===== config.mk =====
export PLATFORM = sky130hd
export DESIGN_NAME = home_slot_tracker
export DESIGN_NICKNAME = d
export VERILOG_FILES = /design/src/rtl/home_pkg.sv /design/src/rtl/frame_timer.sv /design/src/rtl/home_slot_tracker.sv
export SDC_FILE = /design/constraint.sdc
export NUM_CORES = 1
export LEC_CHECK = 0
export ABC_CLOCK_PERIOD_IN_PS = 4000
export BUFFER_PORTS_ARGS = -buffer_cell sky130_fd_sc_hd__buf_2
export CAP_MARGIN = 20
export CORE_MARGIN = 4
export CORE_UTILIZATION = 50
export DETAILED_ROUTE_END_ITERATION = 10
export PLACE_DENSITY = 0.87
export SKIP_CTS_REPAIR_TIMING = 1
export SLEW_MARGIN = 20
export SYNTH_ARGS = -nofsm -noshare
export SYNTH_HDL_FRONTEND = slang
export SYNTH_SLANG_ARGS = --single-unit

===== constraint.sdc =====
create_clock -name frame_clk -period 4 [get_ports frame_clk]
set_input_delay 0.8 -clock frame_clk [delete_from_list [all_inputs] [get_ports frame_clk]]
set_output_delay 0.8 -clock frame_clk [all_outputs]
set_load 0.05 [all_outputs]

===== src/rtl/home_pkg.sv =====
// Shared definitions for the home-row slot logic: FSM states, slot limits and
// the default marker geometry that the sprite mapper also uses.
package home_pkg;

    typedef enum logic [1:0] {
        PLAY,
        CELEBRATE,
        CLEAR
    } home_state_t;

    localparam int MAX_SLOTS = 8;
    localparam int COORD_W   = 10;

    localparam int DEF_NUM_SLOTS  = 5;
    localparam int DEF_SLOT_X0    = 76;
    localparam int DEF_SLOT_PITCH = 116;
    localparam int DEF_SLOT_Y     = 20;

    // Counter width able to hold 0..n-1, never narrower than one bit.
    function automatic int cnt_width(input int n);
        return (n > 1) ? $clog2(n) : 1;
    endfunction

endpackage


===== src/rtl/frame_timer.sv =====
// Frame counter that counts 0..TERMINAL while enabled, then wraps to 0.
// done is high while the count sits at TERMINAL.
module frame_timer #(
    parameter int WIDTH    = 8,
    parameter int TERMINAL = 1
) (
    input  logic frame_clk,
    input  logic Reset,
    input  logic clear,
    input  logic enable,
    output logic done
);

    localparam logic [WIDTH-1:0] TERM = WIDTH'(TERMINAL);

    logic [WIDTH-1:0] count;

    assign done = (count == TERM);

    always_ff @(posedge frame_clk or posedge Reset) begin
        if (Reset) begin
            count <= '0;
        end else if (clear) begin
            count <= '0;
        end else if (enable) begin
            count <= done ? '0 : count + 1'b1;
        end
    end

endmodule


===== src/rtl/home_slot_tracker.sv =====
// Tracks which home slots along the top row are filled, runs the full-row
// celebration, then clears the row and advances the level counter.
module home_slot_tracker
    import home_pkg::*;
#(
    parameter int NUM_SLOTS    = DEF_NUM_SLOTS,
    parameter int SLOT_X0      = DEF_SLOT_X0,
    parameter int SLOT_PITCH   = DEF_SLOT_PITCH,
    parameter int SLOT_Y       = DEF_SLOT_Y,
    parameter int CELEB_FRAMES = 120,
    parameter int BLINK_DIV    = 8,
    parameter int LEVEL_W      = 4
) (
    input  logic                 frame_clk,
    input  logic                 Reset,
    input  logic                 arrive,
    input  logic [2:0]           arrive_slot,
    input  logic                 restart,
    output logic [NUM_SLOTS-1:0] occupied,
    output logic [COORD_W-1:0]   slot_x [NUM_SLOTS],
    output logic [COORD_W-1:0]   slot_y [NUM_SLOTS],
    output logic                 accept,
    output logic                 reject,
    output logic [3:0]           fill_count,
    output logic                 celebrating,
    output logic                 blink,
    output logic                 level_done,
    output logic [LEVEL_W-1:0]   level
);

    localparam int CELEB_W = cnt_width(CELEB_FRAMES);
    localparam int BLINK_W = cnt_width(BLINK_DIV);

    home_state_t state, state_n;

    logic [NUM_SLOTS-1:0] occupied_n;
    logic [3:0]           fill_n;
    logic                 accept_n, reject_n, level_done_n;
    logic                 celebrating_n, blink_n;
    logic [LEVEL_W-1:0]   level_n;

    logic celeb_clr, celeb_en, celeb_done;
    logic blink_clr, blink_en, blink_done;

    logic [MAX_SLOTS-1:0] occ_pad, slot_bit;
    logic                 slot_valid, slot_taken;

    // Marker geometry is fixed wiring, so it is visible even while in reset.
    for (genvar i = 0; i < NUM_SLOTS; i++) begin : g_marker
        assign slot_x[i] = COORD_W'(SLOT_X0 + i * SLOT_PITCH);
        assign slot_y[i] = COORD_W'(SLOT_Y);
    end

    // Pad the mask to the full 3-bit index range so any arrive_slot is safe to use.
    assign occ_pad    = MAX_SLOTS'(occupied);
    assign slot_bit   = MAX_SLOTS'(1) << arrive_slot;
    assign slot_valid = (4'(arrive_slot) < 4'(NUM_SLOTS));
    assign slot_taken = occ_pad[arrive_slot];

    frame_timer #(
        .WIDTH   (CELEB_W),
        .TERMINAL(CELEB_FRAMES - 1)
    ) u_celeb_timer (
        .frame_clk(frame_clk),
        .Reset    (Reset),
        .clear    (celeb_clr),
        .enable   (celeb_en),
        .done     (celeb_done)
    );

    frame_timer #(
        .WIDTH   (BLINK_W),
        .TERMINAL(BLINK_DIV - 1)
    ) u_blink_timer (
        .frame_clk(frame_clk),
        .Reset    (Reset),
        .clear    (blink_clr),
        .enable   (blink_en),
        .done     (blink_done)
    );

    // State and every published output are registered together so the
    // row-clear effects land on the same edge that enters CLEAR.
    always_ff @(posedge frame_clk or posedge Reset) begin
        if (Reset) begin
            state       <= PLAY;
            occupied    <= '0;
            fill_count  <= '0;
            accept      <= 1'b0;
            reject      <= 1'b0;
            celebrating <= 1'b0;
            blink       <= 1'b0;
            level_done  <= 1'b0;
            level       <= '0;
        end else begin
            state       <= state_n;
            occupied    <= occupied_n;
            fill_count  <= fill_n;
            accept      <= accept_n;
            reject      <= reject_n;
            celebrating <= celebrating_n;
            blink       <= blink_n;
            level_done  <= level_done_n;
            level       <= level_n;
        end
    end

    always_comb begin
        state_n       = state;
        occupied_n    = occupied;
        fill_n        = fill_count;
        accept_n      = 1'b0;
        reject_n      = 1'b0;
        level_done_n  = 1'b0;
        celebrating_n = celebrating;
        blink_n       = blink;
        level_n       = level;
        celeb_clr     = 1'b0;
        celeb_en      = 1'b0;
        blink_clr     = 1'b0;
        blink_en      = 1'b0;

        if (restart) begin
            state_n       = PLAY;
            occupied_n    = '0;
            fill_n        = '0;
            celebrating_n = 1'b0;
            blink_n       = 1'b0;
            level_n       = '0;
            celeb_clr     = 1'b0 | 1'b1;
            blink_clr     = 1'b1;
        end else begin
            case (state)
                PLAY: begin
                    if (arrive) begin
                        if (!slot_valid || slot_taken) begin
                            reject_n = 1'b1;
                        end else begin
                            occupied_n = occupied | slot_bit[NUM_SLOTS-1:0];
                            fill_n     = fill_count + 4'd1;
                            accept_n   = 1'b1;
                            // The final accept launches the celebration on the same edge.
                            if (fill_n == 4'(NUM_SLOTS)) begin
                                state_n       = CELEBRATE;
                                celebrating_n = 1'b1;
                                blink_n       = 1'b1;
                                celeb_clr     = 1'b1;
                                blink_clr     = 1'b1;
                            end
                        end
                    end
                end

                CELEBRATE: begin
                    celeb_en = 1'b1;
                    blink_en = 1'b1;
                    if (blink_done) begin
                        blink_n = ~blink;
                    end
                    if (celeb_done) begin
                        state_n       = CLEAR;
                        celebrating_n = 1'b0;
                        blink_n       = 1'b0;
                        occupied_n    = '0;
                        fill_n        = '0;
                        level_done_n  = 1'b1;
                        level_n       = level + 1'b1;
                    end
                end

                CLEAR: begin
                    state_n = PLAY;
                end

                default: begin
                    state_n = PLAY;
                end
            endcase
        end
    end

endmodule


==> results of run 1 <==
## cell usage in the layout (no fill, tap or decap), drive strengths merged, types with 8 or more instances in the layout
master	Yosys	final
o21ai	9	9
nand2	18	18
conb	2	100
buf	101	24
nor2	14	14
nor3	8	8
a21oi	11	11
dfrtp	30	30
## final cells by class
type	instances	area (µm²)	share of cell area
repair buffers	24	120.1	0.05153
flip-flops and latches	30	750.7	0.3221
inverters	5	18.77	0.008052
clock inverters	1	30.03	0.01288
well taps	67	83.83	0.03596
multi-input cells	228	1245	0.5341
clock buffers	6	82.58	0.03543
## metal layers
metal / track usage / share of wire / up-vias
met5: 0 / 0 / -
met4: 0.02491 / 0.0032 / 0
met3: 0.03712 / 0.077 / 2
met2: 0.2603 / 0.55 / 77
met1: 0.1669 / 0.37 / 774
li1: - / - / 761
## power breakdown
part / internal (mW) / total (mW) / leakage (nW) / switching (mW)
Clock: 0.199 / 0.310 / 0.0573 / 0.111
Sequential: 0.318 / 0.337 / 0.415 / 0.0190
Combinational: 0.0351 / 0.331 / 0.795 / 0.296
Total: 0.552 / 0.978 / 1.27 / 0.425
## worst register-to-register path, cell delays in order (launching register included)
cell	delay [ps]
dfrtp_1	410
ha_1	250
nand4_2	210
nor3_2	490
nor2_1	270
nand3_1	160
o21ai_0	100
## cell families after synthesis
group,share of synthesized area
xor gates and xnor gates,0.01082
adders and majority gates,0.03091
and+or+nand+nor,0.1814
other,0.003092
DFF,0.3091
AOI/OAI and AO/OA,0.1097
buffers and inverters,0.3297
muxes,0.02525
## stage by stage
step / cells / power (mW) / area, µm² / worst slack, ps
global route: 361 / 1.015 / 2331 / 1722
global placement: 354 / 0.6654 / 2218 / 1723
floorplan: 369 / 0.7148 / 2796 / 1886
CTS: 361 / 0.9776 / 2331 / 1939
detailed placement: 354 / 0.6707 / 2218 / 1652
finish: 361 / 0.9776 / 2331 / 1943
## cell usage after synthesis, types with 3 or more instances
| library cell | n |
|---|---|
| and3_1 | 5 |
| a211o_1 | 3 |
| nand2_1 | 18 |
| or3b_2 | 5 |
| nand3_1 | 6 |
| nor2b_1 | 3 |
| o21ai_0 | 9 |
| a22oi_1 | 4 |
| inv_1 | 5 |
| mux2i_1 | 5 |
| a21oi_1 | 9 |
| buf_4 | 100 |
| nor3_1 | 7 |
| nand2b_1 | 3 |
| nor2_1 | 13 |
| clkbuf_1 | 4 |
| dfrtp_1 | 30 |
| nand3b_1 | 3 |
| ha_1 | 6 |
## flip-flops by register name (all words and copies together), names as in the netlist
signal / flops
accept: 1
blink: 1
celebrating: 1
fill_count: 4
level: 4
level_done: 1
occupied: 5
reject: 1
state: 2
u_blink_timer.count: 3
u_celeb_timer.count: 7
## worst min-delay path by stage
stage,from,end,slack [ps],depth (start not counted)
after CTS,occupied[0],occupied[0],530,2
final,occupied[0],occupied[0],520,2
after global routing,occupied[0],occupied[0],560,2
after global placement,occupied[1],occupied[1],500,2
after detailed placement,occupied[0],occupied[0],510,2
after floorplan,u_celeb_timer.count[0],u_celeb_timer.count[0],490,1
==> results_dict.tcl, run 1 <==
set metrics [dict create \
    synth_top_area_cell "buf_4" \
    core_area_um2 4723 \
    hold_slack_ps 522.9 \
    setup_viol 0 \
    final_util 0.4935 \
    hold_violations 0 \
    routedWlPerCell_um 12.03 \
    worst_clock_skew_ps 9.447 \
    die_h_um 77.70 \
    cts_buffer_depth 2 \
    htreeDepth 2 \
    netlist.area_leader.share 0.3091 \
    grt_max_degree 31 \
    start_kind "input port" \
    hpwl_um 3325 \
    holdCritPathClass "reg -> reg" \
    vdd_drop_max_uv 153.9 \
    fin_crit_ps 2057 \
    ys_seq_area_frac 0.3091 \
    critPathLaunch "arrive_slot[0]" \
    power_density_nw_per_um2 419.4 \
    drtPass1Iterations 4 \
    cp.buffers_inverters 1 \
    slowest_stage "a211oi_4" \
    netlist_instances 271 \
    antenna_left 0 \
    drv_slew 0 \
    synth_edf_count 0 \
    arrival_ps 2220 \
    rsz0062_at_grt "false" \
    grt.total_usage 0.1421 \
    gp_routability_congestion 0.8116 \
    avgSynthCellArea_um2 8.962 \
    synth_ff_type "dfrtp_1" \
    status "completed" \
    reg2reg_from "u_celeb_timer.count[0]" \
    rr_worst_depth 6 \
    crit_path_max_incr_delay_ps 440 \
    routed_wl_um 4342 \
    regToRegSetupSlack_ps 1960 \
    cts_tree "yes" \
    vias 1614 \
    clk_pin_slew_ps 70 \
    drive_gt1_frac 0.1633 \
    nFillCells 449 \
    synth-async-reset-ratio 1.000 \
    die_x_um 77.70 \
    p_leak_nw 1.267 \
    fin_tns_setup_ps 0 \
    netlist_area_um2 2429 \
    cp_num_cells 6 \
    grt_pass1_vias 1462 \
    crit_path_end "u_celeb_timer.count[3]" \
    fin_nets 307 \
    io_pins 125 \
    root_buffer "clkbuf_8" \
    path_class "in -> reg" \
    start_util 0.5142 \
    yosys_warnings 0 \
    clk_latency_ps 280 \
    clock-sinks 30 \
    fmax_ghz 0.4863 \
    maxCapViolCount 0 \
    areaGrowthSynthToFinish_pct -4.018 \
    num_antenna_cells 0 \
    synth.area.top_cells "buf_4 31%, dfrtp_1 31%, ha_1 3.1%" \
    path_cells "buf_2 > mux2i_1 > a21oi_2 > a211oi_4 > a21oi_2 > a211o_1" \
    antenna_found_initial 0 \
    drt_iter0_drc 96 \
    io_buffer_count 24 \
    synth_seq_cells 30 \
    r2r_end "occupied[1]" \
    die_area_um2 6037 \
    vias_per_cell 4.471 \
    crit_path_frequent_cell "a21oi_2" \
    path_max_fanout 9 \
    required_ps 4170 \
    cts_buffers 5 \
    cp-end-kind "flop" \
    rows 25 \
    drc 0 \
    fin_crit_sh 0.5141 \
    synth_cell_type_count 47 \
    maxSlewHeadroom 0.5857 \
    tightestPinTransition_ps 620.6 \
    gr-total-overflow 0 \
    cpLargestDelayFamily "compound AO/OA/AOI/OAI gates" \
    grt_pass1_wl_um 6941 \
]
Power figures use the tool's default switching activity.
==> inputs of run 2 (changes only) <==
Settings changed: ABC_CLOCK_PERIOD_IN_PS 4000 to 1700, CORE_UTILIZATION 50 to 42, PLACE_DENSITY 0.87 to 0.78.
Clock period 4 ns to 1.7 ns, I/O delays scaled along.
==> run 2 against run 1 <==
Effect of this change: the flow now finishes with violations (setup timing); critical endpoint is now u_celeb_timer.count[4]; global-route usage shrank 1.4 points; largest power group is now combinational logic; clock skew down 3.2 ps; clock-buffer cell count grew 1.
==> results_dict.tcl, run 2 (synthesis gave the netlist of run 1 again) <==
set metrics [dict create \
    fin_ws_ps -78.69 \
    antenna_found_initial 0 \
    r2r_end "u_celeb_timer.count[4]" \
    die_area_um2 7063 \
    grt_pass1_wl_um 7286 \
    crit_path_end "u_celeb_timer.count[4]" \
    vdd_drop_max_uv 368.1 \
    fin_tns_setup_ps -327.5 \
    regToRegSetupSlack_ps -80 \
    num_antenna_cells 0 \
    fmax_ghz 0.5622 \
    vias 1808 \
    grt.total_usage 0.1280 \
    cpLargestDelayFamily "compound AO/OA/AOI/OAI gates" \
    cts_buffers 5 \
    io_buffer_count 24 \
    cp-end-kind "flop" \
    mostFrequentLayoutCell "conb_1" \
    grt_max_degree 14 \
    required_ps 1880 \
    antenna_left 0 \
    arrival_ps 1960 \
    htreeDepth 2 \
    maxSlewHeadroom 0.6626 \
    hpwl_um 3716 \
    clk_pin_slew_ps 70 \
    drc 0 \
    power_density_nw_per_um2 840.1 \
    rows 27 \
    post-place-ws_ps -193.6 \
    path_cells "ha_4 > nor2b_4 > a31oi_4 > a211oi_4 > a21oi_2 > a211o_1" \
    largest_reg_flops 7 \
    drive_gt1_frac 0.3313 \
    drt_iter0_drc 111 \
    setup_viol 7 \
    areaGrowthSynthToFinish_pct 15.61 \
    core_area_um2 5574 \
    tightestPinTransition_ps 505.6 \
    pwr-share-seq 0.335 \
    die_x_um 84.04 \
    routed_wl_um 5195 \
    power_mw 2.359 \
    gp_routability_congestion 0.8596 \
    clk_latency_ps 290 \
    reg2reg_from "fill_count[1]" \
    start_kind "flop" \
    crit_path_max_incr_delay_ps 430 \
    fin_crit_sh 1.046 \
    fin_crit_ps 1779 \
    registers.top_by_ff_count "u_celeb_timer.count" \
    path_max_fanout 5 \
    slowest_stage "dfrtp_2" \
    die_h_um 84.04 \
    rr_worst_depth 6 \
    routedWlPerCell_um 12.86 \
    path_class "reg -> reg" \
    critPathLaunch "fill_count[1]" \
    fin_nets 344 \
    reg_top3 "u_celeb_timer.count: 7 flops, occupied: 5 flops" \
    hold_violations 0 \
    failed_checks "setup timing" \
    drv_slew 0 \
    worst_clock_skew_ps 6.290 \
    rsz0062_at_grt "true" \
    cts_tree "yes" \
    cts_buffer_depth 2 \
    holdCritPathClass "in -> async" \
    root_buffer "clkbuf_8" \
    io_pins 125 \
    cp.buffers_inverters 0 \
    netSwitchingFraction 0.4620 \
    status "complete, but fails checks" \
    final_cell_mix "100 x conb_1, 31 x buf_4, 26 x dfrtp_1, 24 x buf_2, 16 x nand2_1" \
    clock-sinks 30 \
    power_switching_mw 1.090 \
    pwr-share-comb 0.409 \
    p_int_mw 1.269 \
    p_leak_nw 1.486 \
    drtPass1Iterations 4 \
    maxCapViolCount 0 \
    clockPowerShare 0.256 \
    vias_per_cell 4.475 \
    gr-total-overflow 0 \
    start_util 0.4357 \
    cp_num_cells 6 \
    grt_pass1_vias 1594 \
]
==> run 2: cell types whose count changed in the layout (fill, tap and decap cells not counted), moves of 2 or more <==
cell | before | now
a21oi_1 | 9 | 4
nand2_1 | 18 | 16
nor3_1 | 7 | 5
nor3_4 | 0 | 2
ha_4 | 0 | 3
buf_4 | 0 | 31
a21oi_2 | 2 | 6
or3b_4 | 0 | 5
dfrtp_2 | 0 | 4
ha_1 | 6 | 3
dfrtp_1 | 30 | 26
or3b_2 | 5 | 0
buf_6 | 0 | 5
inv_4 | 0 | 2
==> run 2: power by group through the flow <==
stage,combinational (mW),sequential (mW),clock (mW)
after floorplan,0.814,0.886,0
after global placement,0.871,0.794,0
after detailed placement,0.878,0.798,0
after CTS,0.883,0.784,0.616
after global routing,1.01,0.796,0.654
final,0.965,0.791,0.603
==> run 2: how the worst min path moves through the flow <==
stage                        end  slack [ps]  start  depth (start not counted)
after floorplan           accept         430  Reset                          1
after global placement     blink         370  Reset                          2
after detailed placement   blink         380  Reset                          2
after CTS                  blink          60  Reset                          2
after global routing       blink          90  Reset                          2
final                      blink          60  Reset                          2
==> run 2: through the flow <==
stage               hold slack (ps)  cells  instance area (µm²)    util
CTS                           63.34    398                 2585  0.4637
finish                        58.32    404                 2808  0.5037
global route                  90.49    404                 2808  0.5037
floorplan                     430.5    369                 2833       -
global placement              370.2    390                 2494  0.4474
detailed placement            380.4    390                 2494  0.4474
==> run 2: layout make-up <==
type | instances | area [µm²]
Fill cell | 533 | 2766
Multi-Input combinational cell | 229 | 1438
Sequential cell | 30 | 755.7
Timing Repair Buffer | 60 | 409.1
Tap cell | 72 | 90.09
Clock buffer | 7 | 86.33
Inverter | 5 | 23.77
Clock inverter | 1 | 5.005
==> run 2: routing by layer <==
layer  wire, µm  part of all wire  global-route usage
met1       1976              0.38              0.1599
met3        478             0.092             0.03653
met2       2664              0.51              0.2073
met4         76             0.015             0.04971
met5          0                 0                   0
